<file path="config.mk">
export PLATFORM = sky130hd
export DESIGN_NAME = mul_add_seq
export DESIGN_NICKNAME = d
export VERILOG_FILES = /design/src/rtl/mul_add_seq.sv
export SDC_FILE = /design/constraint.sdc
export NUM_CORES = 1
export LEC_CHECK = 0
export BUFFER_PORTS_ARGS = -buffer_cell sky130_fd_sc_hd__buf_4
export CELL_PAD_IN_SITES_DETAIL_PLACEMENT = 0
export CELL_PAD_IN_SITES_GLOBAL_PLACEMENT = 1
export CORE_ASPECT_RATIO = 0.8
export CORE_MARGIN = 5
export CORE_UTILIZATION = 43
export CTS_BUF_LIST = sky130_fd_sc_hd__clkbuf_16
export DETAILED_ROUTE_END_ITERATION = 8
export PLACE_DENSITY_LB_ADDON = 0.12
export SLEW_MARGIN = 20
export SYNTH_ARGS = -nofsm -noshare
export SYNTH_HDL_FRONTEND = slang
export SYNTH_SLANG_ARGS = --single-unit
</file>
<file path="constraint.sdc">
create_clock -name clk -period 2.4 [get_ports clk]
set_clock_uncertainty 0.1 [all_clocks]
set_input_delay 0.24 -clock clk [delete_from_list [all_inputs] [get_ports clk]]
set_output_delay 0.24 -clock clk [all_outputs]
set_load 0.05 [all_outputs]
</file>
<file path="src/rtl/mul_add_seq.sv">
// rtl/mul_add_seq.sv - sequential shift-and-add multiply-accumulate, p = a*b + r
// Optional MULADD_EARLY_EXIT_EN: finish as soon as the remaining multiplier bits are all zero.
module mul_add_seq #(
    parameter int W = 4
) (
    input  logic             clk,
    input  logic             rst,
    input  logic             start,
    input  logic [W-1:0]     a,
    input  logic [W-1:0]     b,
    input  logic [W-1:0]     r,
    output logic             busy,
    output logic             done,
    output logic [2*W-1:0]   p
);

    localparam int CW = (W > 1) ? $clog2(W) : 1;
    localparam logic [CW-1:0] CNT_LAST = CW'(W - 1);

    typedef enum logic [1:0] {
        IDLE = 2'd0,
        RUN  = 2'd1,
        DONE = 2'd2
    } state_t;

    state_t           state, state_nx;
    logic [W-1:0]     mreg, mreg_nx, mreg_shift;
    logic [2*W-1:0]   mcand, mcand_nx;
    logic [2*W-1:0]   acc, acc_nx, acc_sum;
    logic [2*W-1:0]   p_nx;
    logic [CW-1:0]    cnt, cnt_nx;
    logic             last_step;

    always_ff @(posedge clk or posedge rst) begin
        if (rst) begin
            state <= IDLE;
            mreg  <= '0;
            mcand <= '0;
            acc   <= '0;
            cnt   <= '0;
            p     <= '0;
        end else begin
            state <= state_nx;
            mreg  <= mreg_nx;
            mcand <= mcand_nx;
            acc   <= acc_nx;
            cnt   <= cnt_nx;
            p     <= p_nx;
        end
    end

    // The final partial product is folded in on the same edge that enters DONE,
    // so p is loaded from the adder output rather than from acc.
    assign acc_sum    = mreg[0] ? (acc + mcand) : acc;
    assign mreg_shift = mreg >> 1;

`ifdef MULADD_EARLY_EXIT_EN
    assign last_step = (cnt == CNT_LAST) || (mreg_shift == '0);
`else
    assign last_step = (cnt == CNT_LAST);
`endif

    always_comb begin
        state_nx = state;
        mreg_nx  = mreg;
        mcand_nx = mcand;
        acc_nx   = acc;
        cnt_nx   = cnt;
        p_nx     = p;
        case (state)
            IDLE, DONE: begin
                if (start) begin
                    mreg_nx  = a;
                    mcand_nx = {{W{1'b0}}, b};
                    acc_nx   = {{W{1'b0}}, r};
                    cnt_nx   = '0;
                    state_nx = RUN;
                end else begin
                    state_nx = IDLE;
                end
            end
            RUN: begin
                acc_nx   = acc_sum;
                mcand_nx = mcand << 1;
                mreg_nx  = mreg_shift;
                cnt_nx   = cnt + CW'(1);
                if (last_step) begin
                    state_nx = DONE;
                    p_nx     = acc_sum;
                end
            end
            default: state_nx = IDLE;
        endcase
    end

    assign busy = (state == RUN);
    assign done = (state == DONE);

endmodule

</file>
==> reports/metrics.cfg <==
[job]
drv_cap = 0

[yosys]
synth_flop_cell = dfrtp_1
async_flop_share_pct = 100
synth_seq_area_share_pct = 48.8
synth_top_cell_area_share_pct = 48.8
ys_ff_latch = 32
synth-edff-count = 0
netlist_area_mm2 = 0.00164
synth_fp_nets = 189
avgSynthCellArea_um2 = 9.94
ys_types = 39
synth_area_leader_cell = dfrtp_1
synth.most_common_cell = dfrtp_1
synthTopCellsByArea = dfrtp_1 (49%), ha_1 (6.1%), nand2_1 (5.5%)
synthTopCellsByCount = dfrtp_1 (32), nand2_1 (24), o21ai_0 (12), nor2_1 (10)
yosys_warnings = 0
syn_inst = 165

[sta]
timing.final.ws_setup_ps = 141
tightest_slew_ps = 413
max_freq_ghz = 0.443
hold_viol_final = 0
maxSlewHeadroom_pct = 72.4
rsz0062_at_grt = false
finalCritPeriodShare_pct = 94.1
finalSetupTns_ps = 0
setup_viol = 0
period_minus_slack_ps = 2260
maxSlewViolCount = 0

[cells_and_area]
final_nets = 221
post-route-cell-area_mm2 = 0.00204
postLayoutCoreUtil_pct = 54.8
areaGrowthSynthToFinish_pct = 24.6
multiInputGateArea_um2 = 781
drive_above_1_share_pct = 20.2
diodes = 0
regArea_um2 = 801
fill_cells = 345

[critical_path]
path_class = flip-flop to flip-flop
max_stage_delay_ps = 400
r2r_start = mcand[0]
crit_buf_inv = 1
r2r_slack_ps = 140
rr_endpoint = acc[6]
required_ps = 2460
cp_top_family = compound AO/OA/AOI/OAI gates
startpoint_type = flip-flop
crit_arrival_ps = 2320
cpMaxStageDelayCell = dfrtp_1
reg2reg_depth = 8
cp-end-kind = flip-flop
critical_path.cell_chain = ha_1 > inv_1 > fa_1 > nor2b_4 > o31a_1 > o21a_1 > or3_1 > a32o_1
crit_path_max_fanout = 4

[place]
dp_hpwl_mm = 2.72
dp_worst_setup_slack_ps = 165
place_area_mm2 = 0.00190
io_buffers = 24
place_congestion = 0.875

[floorplanning]
start_util_pct = 44.0
rows = 20
die-height_um = 65.2
io_pins = 25
die_w_um = 79.1
design.core.area_mm2 = 0.00373
dieArea_mm2 = 0.00516

[clocking]
h-tree-depth = 2
cts_setup_buffers = 0
path_clk_slew_ps = 50
cts_tree = done
cts_max_path_buffers = 2
cts.repair.resized = 0
cts_buffers = 5
cts.sinks = 32
insertion_delay_ps = 280
root_buffer = clkbuf_16

[pwr]
internal-power_mw = 1.91
p_total_mw = 3.43
switching_share_pct = 44.4
sequentialPowerShare_pct = 28.4
power.density_mw_per_mm2 = 1680
power.switching_mw = 1.52
vdd_drop_max_mv = 0.742
p_leak_nw = 0.991
combPwrFrac_pct = 54.3
p_clk_share_pct = 17.3

[drt]
wl_per_cell_um = 16.0
drc = 0
vias = 1383
drtIter0Drc = 55
firstDrtPassIters = 5
viasPerCell = 5.71
ant_nets = 0
wl_mm = 3.87

[hold_path]
hp-start = a[3]
whs_path_depth = 2
hold_class = input port to flip-flop
hold_path_end = mreg[3]

[status]
status = finished, final reports clean

[grt]
grt_pass1_vias = 1356
grt_max_degree = 33
grt_antenna_before_repair = 0
grt_pass1_wl_mm = 6.76
grt_use_total_pct = 17.4
grt_overflow_total = 0

-- stage by stage --
step,hold WS [ps],cells
final,90.8,242
after global routing,95.4,242
after CTS,91.7,242
after detailed placement,260,233
after global placement,255,233
after floorplan,256,165
-- how the worst max path moves through the flow --
stage | startpoint | endpoint | cells past startpoint
after floorplan | mcand[0] | acc[6] | 8
after global placement | mcand[0] | acc[6] | 8
after detailed placement | mcand[0] | acc[6] | 8
after CTS | mcand[0] | acc[6] | 8
after global routing | mcand[0] | acc[6] | 8
final | mcand[0] | acc[6] | 8
-- registers in the layout, indices dropped and copies added, names as in the netlist --
| signal | flops |
|---|---|
| mcand | 8 |
| p | 8 |
| acc | 8 |
| mreg | 4 |
| state | 2 |
| cnt | 2 |
-- cells by family (layout without fill, tap and decap cells) --
family / count (synthesis) / count (layout) / synth area share [%]
muxes: 4 / 4 / 2.52
buffers and inverters: 15 / 48 / 3.58
and+or+nand+nor: 49 / 49 / 14.0
adders and majority gates: 9 / 9 / 7.32
AOI/OAI and AO/OA: 53 / 53 / 22.1
DFF: 32 / 32 / 48.8
xor gates and xnor gates: 3 / 3 / 1.60
-- power groups by stage --
stage,registers (mW),clock network (mW),logic (mW)
after detailed placement,0.979,0,1.86
after CTS,0.975,0.601,1.88
after global routing,1.01,0.634,2.08
after global placement,0.965,0,1.83
after floorplan,1.16,0,1.17
final,0.975,0.593,1.87
-- per-layer routing --
layer	part of all wire, %	GRT usage, %
met3	6.3	4.38
met1	45	24.0
met2	47	25.9
met5	0	0
met4	1.8	7.73
-- timing repair --
action	in CTS	in global routing
hold buffers	1	0
setup endpoints to repair	0	0
hold endpoints to repair	32	0
-- cell usage in the layout (no fill, tap or decap), types with 5 or more instances in the layout --
cell / netlist / layout
nand2_1: 24 / 24
o21ai_0: 12 / 12
a21oi_1: 9 / 9
clkbuf_16: 0 / 5
a22o_1: 9 / 9
a31oi_1: 6 / 6
nor2_1: 10 / 10
buf_4: 0 / 30
ha_1: 8 / 8
inv_1: 8 / 8
dfrtp_1: 32 / 32
-- area by class of cell --
cell class                      instances  share of cell area, %
Timing Repair Buffer                   31                   11.5
Tap cell                               44                   2.69
Sequential cell                        32                   39.2
Clock inverter                          3                  0.673
Multi-Input combinational cell        118                   38.2
Clock buffer                            5                   6.12
Inverter                                9                   1.65
Note: power is estimated with default switching activity, not from simulation.
